`src/rtl/ps2_teclado_fifo.sv`:
```
// ps2_teclado_fifo -- PS/2 keyboard receiver with E0/F0 decoding and key FIFO.
//  Conditions the asynchronous PS/2 pins (2-FF sync + hold filter on the clock),
//  frames 11-bit PS/2 words, folds E0/F0 prefixes into flags and queues the
//  decoded keys in a first-word fall-through FIFO for the PicoBlaze side.
// Ports:
//  CLK, RST              system clock, synchronous active-high reset
//  PS2D, PS2C            asynchronous PS/2 data/clock pins
//  interrupcion_paro     pop strobe (one entry per high cycle)
//  TECLA/_EXT/_BREAK     FIFO head entry, zero when empty
//  interrupcion          FIFO non-empty
//  FIFO_COUNT            queued entries
//  ERR_PARITY/TIMEOUT    single-cycle error pulses
//  OVERFLOW              sticky, cleared only by RST
module ps2_teclado_fifo #(
  parameter int FILTER_LEN   = 8,
  parameter int FIFO_DEPTH   = 8,
  parameter int TIMEOUT_CYC  = 50000,
  parameter int BREAK_FILTER = 1
) (
  input  logic                          CLK,
  input  logic                          RST,
  input  logic                          PS2D,
  input  logic                          PS2C,
  input  logic                          interrupcion_paro,
  output logic [7:0]                    TECLA,
  output logic                          TECLA_EXT,
  output logic                          TECLA_BREAK,
  output logic                          interrupcion,
  output logic [$clog2(FIFO_DEPTH):0]   FIFO_COUNT,
  output logic                          ERR_PARITY,
  output logic                          ERR_TIMEOUT,
  output logic                          OVERFLOW
);
  localparam int AW = $clog2(FIFO_DEPTH);
  localparam int FW = $clog2(FILTER_LEN + 1);
  localparam int TW = $clog2(TIMEOUT_CYC + 1);
  localparam logic [FW-1:0] FLT_MAX = FW'(FILTER_LEN - 1);
  localparam logic [TW-1:0] TO_MAX  = TW'(TIMEOUT_CYC - 1);
  localparam logic [AW:0]   DEPTH_C = (AW + 1)'(FIFO_DEPTH);

  localparam logic [1:0] S_IDLE   = 2'd0;
  localparam logic [1:0] S_DATA   = 2'd1;
  localparam logic [1:0] S_PARITY = 2'd2;
  localparam logic [1:0] S_STOP   = 2'd3;

  // ---------------- input conditioning ----------------
  logic [1:0]    ps2c_s_q, ps2d_s_q;
  logic          fclk_q, fclk_prev_q;
  logic [FW-1:0] fcnt_q;

  always_ff @(posedge CLK) begin
    if (RST) begin
      ps2c_s_q    <= 2'b11;
      ps2d_s_q    <= 2'b11;
      fclk_q      <= 1'b1;
      fclk_prev_q <= 1'b1;
      fcnt_q      <= '0;
    end else begin
      ps2c_s_q    <= {ps2c_s_q[0], PS2C};
      ps2d_s_q    <= {ps2d_s_q[0], PS2D};
      fclk_prev_q <= fclk_q;
      // fclk follows only after FILTER_LEN consecutive cycles of disagreement
      if (ps2c_s_q[1] != fclk_q) begin
        if (fcnt_q == FLT_MAX) begin
          fclk_q <= ps2c_s_q[1];
          fcnt_q <= '0;
        end else begin
          fcnt_q <= fcnt_q + 1'b1;
        end
      end else begin
        fcnt_q <= '0;
      end
    end
  end

  logic fall, sd;
  assign fall = fclk_prev_q & ~fclk_q;
  assign sd   = ps2d_s_q[1];

  // ---------------- frame FSM ----------------
  logic [1:0]    state_q, state_d;
  logic [2:0]    bitcnt_q, bitcnt_d;
  logic [7:0]    sh_q, sh_d;
  logic          par_q, par_d;    // running XOR of data+parity bits
  logic [TW-1:0] to_q, to_d;
  logic          fv_q, fv_d;      // valid byte available to the decoder
  logic          perr_d, terr_d;

  always_comb begin
    state_d  = state_q;
    bitcnt_d = bitcnt_q;
    sh_d     = sh_q;
    par_d    = par_q;
    to_d     = to_q;
    fv_d     = 1'b0;
    perr_d   = 1'b0;
    terr_d   = 1'b0;
    if (state_q == S_IDLE) begin
      to_d = '0;
      if (fall && !sd) begin
        state_d  = S_DATA;
        bitcnt_d = 3'd0;
        par_d    = 1'b0;
      end
    end else if (fall) begin
      to_d = '0;
      case (state_q)
        S_DATA: begin
          sh_d     = {sd, sh_q[7:1]};
          par_d    = par_q ^ sd;
          bitcnt_d = bitcnt_q + 3'd1;
          if (bitcnt_q == 3'd7) state_d = S_PARITY;
        end
        S_PARITY: begin
          par_d   = par_q ^ sd;
          state_d = S_STOP;
        end
        default: begin
          state_d = S_IDLE;
          if (sd && par_q) fv_d = 1'b1;
          else             perr_d = 1'b1;
        end
      endcase
    end else if (to_q == TO_MAX) begin
      state_d = S_IDLE;
      terr_d  = 1'b1;
      to_d    = '0;
    end else begin
      to_d = to_q + 1'b1;
    end
  end

  always_ff @(posedge CLK) begin
    if (RST) begin
      state_q     <= S_IDLE;
      bitcnt_q    <= '0;
      sh_q        <= '0;
      par_q       <= 1'b0;
      to_q        <= '0;
      fv_q        <= 1'b0;
      ERR_PARITY  <= 1'b0;
      ERR_TIMEOUT <= 1'b0;
    end else begin
      state_q     <= state_d;
      bitcnt_q    <= bitcnt_d;
      sh_q        <= sh_d;
      par_q       <= par_d;
      to_q        <= to_d;
      fv_q        <= fv_d;
      ERR_PARITY  <= perr_d;
      ERR_TIMEOUT <= terr_d;
    end
  end

  // ---------------- prefix decoder ----------------
  logic ext_q, ext_d, brk_q, brk_d, push;

  always_comb begin
    ext_d = ext_q;
    brk_d = brk_q;
    push  = 1'b0;
    if (fv_q) begin
      if (sh_q == 8'hE0)      ext_d = 1'b1;
      else if (sh_q == 8'hF0) brk_d = 1'b1;
      else begin
        push  = !((BREAK_FILTER != 0) && brk_q);
        ext_d = 1'b0;
        brk_d = 1'b0;
      end
    end
  end

  // ---------------- key FIFO ----------------
  logic [9:0]    mem_q [FIFO_DEPTH];
  logic [AW-1:0] rd_q, wr_q;
  logic [AW:0]   cnt_q;
  logic          do_pop, do_push, full;

  assign full    = (cnt_q == DEPTH_C);
  assign do_pop  = interrupcion_paro && (cnt_q != '0);
  // a simultaneous pop frees the slot, so a full FIFO still accepts the push
  assign do_push = push && (!full || do_pop);

  always_ff @(posedge CLK) begin
    if (do_push) mem_q[wr_q] <= {ext_q, brk_q, sh_q};
  end

  always_ff @(posedge CLK) begin
    if (RST) begin
      ext_q    <= 1'b0;
      brk_q    <= 1'b0;
      rd_q     <= '0;
      wr_q     <= '0;
      cnt_q    <= '0;
      OVERFLOW <= 1'b0;
    end else begin
      ext_q <= ext_d;
      brk_q <= brk_d;
      if (do_push) wr_q <= wr_q + 1'b1;
      if (do_pop)  rd_q <= rd_q + 1'b1;
      if (do_push && !do_pop)      cnt_q <= cnt_q + 1'b1;
      else if (do_pop && !do_push) cnt_q <= cnt_q - 1'b1;
      if (push && !do_push) OVERFLOW <= 1'b1;
    end
  end

  logic [9:0] head;
  assign head         = mem_q[rd_q];
  assign interrupcion = (cnt_q != '0);
  assign TECLA        = interrupcion ? head[7:0] : 8'h00;
  assign TECLA_BREAK  = interrupcion ? head[8]   : 1'b0;
  assign TECLA_EXT    = interrupcion ? head[9]   : 1'b0;
  assign FIFO_COUNT   = cnt_q;
endmodule
```
`config.mk`:
```
export PLATFORM = sky130hd
export DESIGN_NAME = ps2_teclado_fifo
export DESIGN_NICKNAME = d
export VERILOG_FILES = /design/src/rtl/ps2_teclado_fifo.sv
export SDC_FILE = /design/constraint.sdc
export NUM_CORES = 1
export LEC_CHECK = 0
export ABC_AREA = 1
export ABC_CLOCK_PERIOD_IN_PS = 2300
export BUFFER_PORTS_ARGS = -buffer_cell sky130_fd_sc_hd__buf_2
export CAP_MARGIN = 0
export CELL_PAD_IN_SITES_DETAIL_PLACEMENT = 1
export CELL_PAD_IN_SITES_GLOBAL_PLACEMENT = 2
export CORE_ASPECT_RATIO = 0.75
export CORE_MARGIN = 2
export CORE_UTILIZATION = 36
export DETAILED_ROUTE_END_ITERATION = 16
export PLACE_DENSITY = 0.86
export SYNTH_ARGS = -nofsm -noshare
export SYNTH_HDL_FRONTEND = slang
export SYNTH_SLANG_ARGS = --single-unit
```
`constraint.sdc`:
```
create_clock -name CLK -period 2.3 [get_ports CLK]
set_input_delay 0.69 -clock CLK [delete_from_list [all_inputs] [get_ports CLK]]
set_output_delay 0.69 -clock CLK [all_outputs]
set_load 0.01 [all_outputs]
```
==> results of run 1 <==
cell type report:
class                           count  share of cell area [%]
Multi-Input combinational cell    388                    28.9
Clock inverter                     15                    1.96
Inverter                           46                    2.45
Tap cell                          210                    3.67
Sequential cell                   139                    50.2
Timing Repair Buffer               59                    6.89
Clock buffer                       17                    5.94
metrics by stage:
step                hold slack (ns)  total power [mW]  setup TNS [ns]  setup slack (ns)  util [%]
floorplan                     0.389              2.70               0            0.0471         -
global placement              0.393              2.72         -0.0399           -0.0399      40.2
detailed placement            0.398              2.72          -0.171           -0.0852      40.2
CTS                           0.412              5.34           -1.36            -0.167      44.5
global route                  0.431              5.44           -1.89            -0.210      44.8
finish                        0.409              5.27          -0.769            -0.106      44.8
where the power goes:
part	internal, mW	total, mW	switching [mW]
logic	0.0200	0.0576	0.0375
registers	2.61	2.61	0.00541
clock network	1.50	2.60	1.10
worst max-delay path, stage by stage (launching register included):
cell and delay, ns:
dfxtp_4 0.41, buf_12 0.14, buf_4 0.11, mux2i_1 0.20, o22ai_1 0.10, nor2_1 0.15, nor2_1 0.06, buf_2 0.13
final timing paths:
| kind | to | cells past startpoint |
|---|---|---|
| max reg2reg | FIFO_COUNT[2] | 13 |
| min | ps2d_s_q[1] | 1 |
| max | TECLA[3] | 7 |
| min reg2reg | ps2d_s_q[1] | 1 |
synth_stat cells (2+ instances only):
cell type  instances  area share (%)
buf_2              7            0.60
inv_2              4            0.26
nor2_4             5            0.96
buf_4              2            0.26
clkbuf_1           7            0.45
edfxtp_1          80              41
mux2i_1           10             1.7
dfxtp_1           59              20
inv_1             42             2.7
ha_1              15             3.2
nor3b_1            2            0.26
a21oi_1           23             2.0
nor2_1           134             8.6
xnor2_1            2            0.30
o21ai_0           52             4.4
nor3_1             9            0.77
nand3_1           11            0.94
o21ai_1           17             1.4
nand3_2            2            0.34
or2_2              4            0.43
o22ai_1           10             1.1
or2_1              2            0.21
xor2_1             8             1.2
nand2_2            5            0.53
nand4_1            5            0.53
nand2_1           61             3.9
per-layer routing:
metal	GRT usage, %	wire length [µm]
met5	0	0
met4	8.35	350
met1	20.8	6400
met2	30.7	6980
met3	4.02	385
cells in the final DEF, fill, tap and decap left out, types with 4 or more instances in the layout:
| cell | count |
|---|---|
| buf_12 | 4 |
| o22ai_1 | 10 |
| nor2_2 | 7 |
| nand3_1 | 11 |
| or2_2 | 4 |
| nor3_1 | 9 |
| clkbuf_16 | 17 |
| nand2_1 | 60 |
| a21oi_1 | 23 |
| buf_6 | 4 |
| buf_4 | 27 |
| o21ai_1 | 32 |
| buf_2 | 22 |
| nor2_4 | 9 |
| inv_6 | 4 |
| dfxtp_1 | 54 |
| edfxtp_1 | 80 |
| o21ai_0 | 37 |
| mux2i_1 | 10 |
| xor2_1 | 8 |
| inv_1 | 42 |
| ha_1 | 15 |
| nand2_2 | 6 |
| clkinvlp_4 | 4 |
| nand4_1 | 5 |
| nor2_1 | 124 |
| dfxtp_2 | 4 |
kinds of logic (layout without fill, tap and decap cells):
| group | Yosys count | count (layout) | share of synthesized area, % |
|---|---|---|---|
| AND/OR/NAND/NOR | 245 | 245 | 18.2 |
| multiplexers | 10 | 10 | 1.71 |
| adder cells (fa/ha/maj) | 16 | 16 | 3.54 |
| AO/OA/AOI/OAI | 107 | 107 | 9.55 |
| flip-flops | 139 | 139 | 61.0 |
| XOR/XNOR | 10 | 10 | 1.49 |
| buffers and inverters | 64 | 137 | 4.50 |
registers in the layout, indices dropped and copies added, names as in the netlist, 2 cells and up, named ones only:
| register | count |
|---|---|
| fcnt_q | 4 |
| ps2c_s_q | 2 |
| FIFO_COUNT | 4 |
| ps2d_s_q | 2 |
| sh_q | 8 |
| state_q | 2 |
| mem_q | 80 |
| wr_q | 3 |
| bitcnt_q | 3 |
| rd_q | 3 |
| to_q | 16 |
timing repair:
item | CTS | global route
pin swaps | 5 | 7
gates cloned | 2 | 0
resized for setup | 16 | 27
endpoints found under the setup margin | 10 | 13
buffers inserted | 4 | 0
==> flow_metrics.env, run 1 <==
export IMPL_multiInputGateArea_um2=2070
export IMPL_grt_pass1_wl_um=23000
export IMPL_synthDistinctLibCells=39
export IMPL_worst_pin_slew_ns=0.401
export IMPL_violations="setup timing"
export IMPL_cts_made_buffers=17
export IMPL_powerDensity_nw_per_um2=737
export IMPL_drt_first_pass_iters=4
export IMPL_avgSynthCellArea_um2=9.93
export IMPL_port_buffers=22
export IMPL_io_pins=23
export IMPL_critPathKind="reg -> out"
export IMPL_vias=4292
export IMPL_grt_max_degree=25
export IMPL_r2r_setup_slack_ns=0.13
export IMPL_hold_violations=0
export IMPL_fp_dieW_um=151
export IMPL_postCtsHoldBufs=0
export IMPL_seq_area_um2=3590
export IMPL_crit_path_max_fanout=5
export IMPL_reg2reg_from="sh_q[2]"
export IMPL_synth_seq_area_share_pct=61.0
export IMPL_fin_cells=874
export IMPL_fmax_mhz=416
export IMPL_synth_seq_cells=139
export IMPL_hp_class="reg -> reg"
export IMPL_ys_async_sr_fraction_pct=0
export IMPL_skew_ns=0.00877
export IMPL_initial_core_util_pct=36.8
export IMPL_hold_start="ps2d_s_q[0]"
export IMPL_antenna_found_initial=0
export IMPL_period_share_pct=105
export IMPL_postPlaceCellArea_um2=6420
export IMPL_antenna_left=0
export IMPL_cp_end_kind="output port"
export IMPL_rsz0062_at_grt="true"
export IMPL_fin_crit_ns=2.41
export IMPL_synth_flop_cell="edfxtp_1"
export IMPL_fp_dieArea_um2=17400
export IMPL_wl_per_cell_um=16.2
export IMPL_nets=672
export IMPL_synth_edf_count=80
export IMPL_place_gp_congestion=0.782
export IMPL_n_antenna_cell=0
export IMPL_cts_tree="done"
export IMPL_nFillCells=1782
export IMPL_finalWorstSetupSlack_ns=-0.106
export IMPL_critPathArrivalTime_ns=1.72
export IMPL_syn_nets=612
export IMPL_drv_slew=0
export IMPL_rows=40
export IMPL_synth_cells=591
export IMPL_power_leakage_nw=2.87
export IMPL_worst_slew_margin_rel_pct=73.3
export IMPL_setup_viol=10
export IMPL_drc_errors=0
export IMPL_status="finished with violations"
export IMPL_grt_overflow=0
export IMPL_cts_sinks=139
export IMPL_drive_gt1_share_pct=19.3
export IMPL_die_h_um=115
export IMPL_required_ns=1.61
export IMPL_clkTransAtPathRegs_ns=0.06
export IMPL_yosys_warnings=0
export IMPL_hpwl_um=9260
export IMPL_clk_insertion_delay_late_ns=0.43
export IMPL_ir_drop_mv=0.477
export IMPL_maxCapViolCount=0
export IMPL_grt_use_total_pct=17.7
export IMPL_worst_setup_path_start_kind="register"
export IMPL_area_delta_synth_final_pct=22.0
export IMPL_clockBufferDepth=2
export IMPL_vias_per_cell=4.91
export IMPL_grt_pass1_vias=4556
export IMPL_drt_total_wl_um=14100
export IMPL_finalInstanceArea_um2=7160
export IMPL_synth_area_um2=5870
export IMPL_drt_iter0_drc=158
export IMPL_dp_cells=836
export IMPL_htreeDepth=4
export IMPL_coreArea_um2=16000
export IMPL_root_buffer="clkbuf_16"
Power figures use the tool's default switching activity.
==> run 2, diff against run 1 <==
--- a/config.mk
+++ b/config.mk
@@ -15,7 +15,7 @@
 export CORE_MARGIN = 2
 export CORE_UTILIZATION = 36
 export DETAILED_ROUTE_END_ITERATION = 16
-export PLACE_DENSITY = 0.86
+export PLACE_DENSITY = 0.84
 export SYNTH_ARGS = -nofsm -noshare
 export SYNTH_HDL_FRONTEND = slang
 export SYNTH_SLANG_ARGS = --single-unit
==> flow_metrics.env, run 2 (synthesized netlist as in run 1, its figures left out) <==
export IMPL_cts_setup_buffers=0
export IMPL_n_antenna_cell=0
export IMPL_postPlaceCellArea_um2=6420
export IMPL_reg2reg_depth=13
export IMPL_root_buffer="clkbuf_16"
export IMPL_drc_errors=0
export IMPL_cp_end_kind="output port"
export IMPL_power_frac_clock_pct=50.0
export IMPL_hpwl_um=9350
export IMPL_antenna_left=0
export IMPL_fin_setup_tns_ns=-0.411
export IMPL_fp_dieW_um=151
export IMPL_skew_ns=0.0102
export IMPL_largest_register_ffs=80
export IMPL_nets=670
export IMPL_status="finished with violations"
export IMPL_violations="setup timing"
export IMPL_drv_slew=0
export IMPL_io_pins=23
export IMPL_clk_insertion_delay_late_ns=0.43
export IMPL_port_buffers=22
export IMPL_required_ns=1.61
export IMPL_drt_total_wl_um=14400
export IMPL_grt_pass1_wl_um=23200
export IMPL_ir_drop_mv=0.569
export IMPL_place_gp_congestion=0.790
export IMPL_die_h_um=115
export IMPL_maxCapViolCount=0
export IMPL_drt_first_pass_iters=4
export IMPL_fin_crit_ns=2.39
export IMPL_fmax_mhz=419
export IMPL_area_delta_synth_final_pct=21.3
export IMPL_grt_max_degree=21
export IMPL_hp_class="reg -> reg"
export IMPL_place_ws_ns=-0.134
export IMPL_grt_pass1_vias=4609
export IMPL_p_total_mw=5.33
export IMPL_drive_gt1_share_pct=19.5
export IMPL_hold_violations=0
export IMPL_grt_use_total_pct=17.8
export IMPL_setup_viol=10
export IMPL_worst_slew_margin_rel_pct=71.6
export IMPL_clkTransAtPathRegs_ns=0.06
export IMPL_rsz0062_at_grt="true"
export IMPL_worst_pin_slew_ns=0.423
export IMPL_powerDensity_nw_per_um2=749
export IMPL_clockBufferDepth=2
export IMPL_top_regs="mem_q x80, to_q x16, sh_q x8"
export IMPL_mostFrequentLayoutCells="nor2_1, edfxtp_1, nand2_1"
export IMPL_finalWorstSetupSlack_ns=-0.0869
export IMPL_intPower_mw=4.22
export IMPL_initial_core_util_pct=36.8
export IMPL_crit_path_max_fanout=15
export IMPL_sequentialPowerShare_pct=48.9
export IMPL_period_share_pct=104
export IMPL_worst_setup_path_start_kind="register"
export IMPL_layout_commonest_cell="nor2_1"
export IMPL_drt_iter0_drc=208
export IMPL_cts_sinks=139
export IMPL_vias=4350
export IMPL_fp_dieArea_um2=17400
export IMPL_regMostFlops="mem_q"
export IMPL_switching_share_pct=20.9
export IMPL_rows=40
export IMPL_coreArea_um2=16000
export IMPL_hold_depth=1
export IMPL_cts_tree="done"
export IMPL_power_leakage_nw=2.86
export IMPL_antenna_found_initial=0
export IMPL_htreeDepth=4
export IMPL_comb_power_share_pct=1.1
export IMPL_critPathKind="reg -> out"
export IMPL_grt_overflow=0
export IMPL_finalInstanceArea_um2=7120
export IMPL_vias_per_cell=4.99
export IMPL_wl_per_cell_um=16.5
export IMPL_cts_made_buffers=17
export IMPL_critPathArrivalTime_ns=1.70
export IMPL_switching_power_mw=1.12
-- run 2: cell count changes in the layout (fill, tap and decap cells not counted), moves of 2 or more --
cell,delta
mux2i_1,-2
nor2_2,-3
dfxtp_1,-3
mux2i_2,+2
o21ai_1,-7
clkinv_4,+2
nor2_4,-2
nor2_1,+5
o21ai_0,+7
ha_1,-2
dfxtp_2,+2
inv_8,-2
clkinvlp_4,-2
-- run 2: critical path: stages (launching register included) --
cell,delay (ns)
dfxtp_4,0.41
buf_12,0.16
nor2_1,0.05
nor2_1,0.11
o21ai_1,0.09
o21ai_1,0.10
o21ai_1,0.09
nor2_1,0.12
buf_2,0.14
-- run 2: final cells by class --
type | count | area (µm²)
sequential | 139 | 3600
clock inverter | 14 | 146
multi-input combinational | 388 | 2070
clock buffer | 17 | 425
fill | 1800 | 8840
inverter | 46 | 175
tap | 210 | 263
timing repair buffer | 57 | 442
-- run 2: power groups by stage --
stage               registers (mW)  logic (mW)  clock network (mW)
global placement              2.67      0.0554                   0
CTS                           2.61      0.0589                2.73
floorplan                     2.66      0.0393                   0
global route                  2.61      0.0663                2.83
detailed placement            2.67      0.0584                   0
finish                        2.61      0.0574                2.67
-- run 2: layer usage --
metal  track usage (%)  share of wire (%)  up-vias
met5                 0                  0        -
met4              7.10                2.1        0
met3              4.58                4.3       26
met2              31.2                 50       83
met1              20.9                 44     2129
li1                  -                  -     2112
-- run 2: repair_timing --
action | in CTS | in global routing
cloned | 1 | 0
endpoints found under the setup margin | 10 | 13
pin swaps | 3 | 3
gates resized for setup | 21 | 22
hold buffers | 0 | 0
-- run 2: final timing paths --
path	to	slack, ns	from
max	TECLA[6]	-0.09	register
min	ps2d_s_q[1]	0.41	ps2d_s_q[0]
max reg2reg	FIFO_COUNT[1]	0.16	sh_q[6]
min reg2reg	ps2d_s_q[1]	0.41	ps2d_s_q[0]
-- run 2: stage by stage --
stage / hold WS (ns) / std cells / utilization [%]
after floorplan: 0.389 / 591 / -
after global placement: 0.393 / 839 / 40.2
after detailed placement: 0.400 / 839 / 40.2
after CTS: 0.413 / 871 / 44.3
after global routing: 0.442 / 871 / 44.6
final: 0.410 / 871 / 44.6
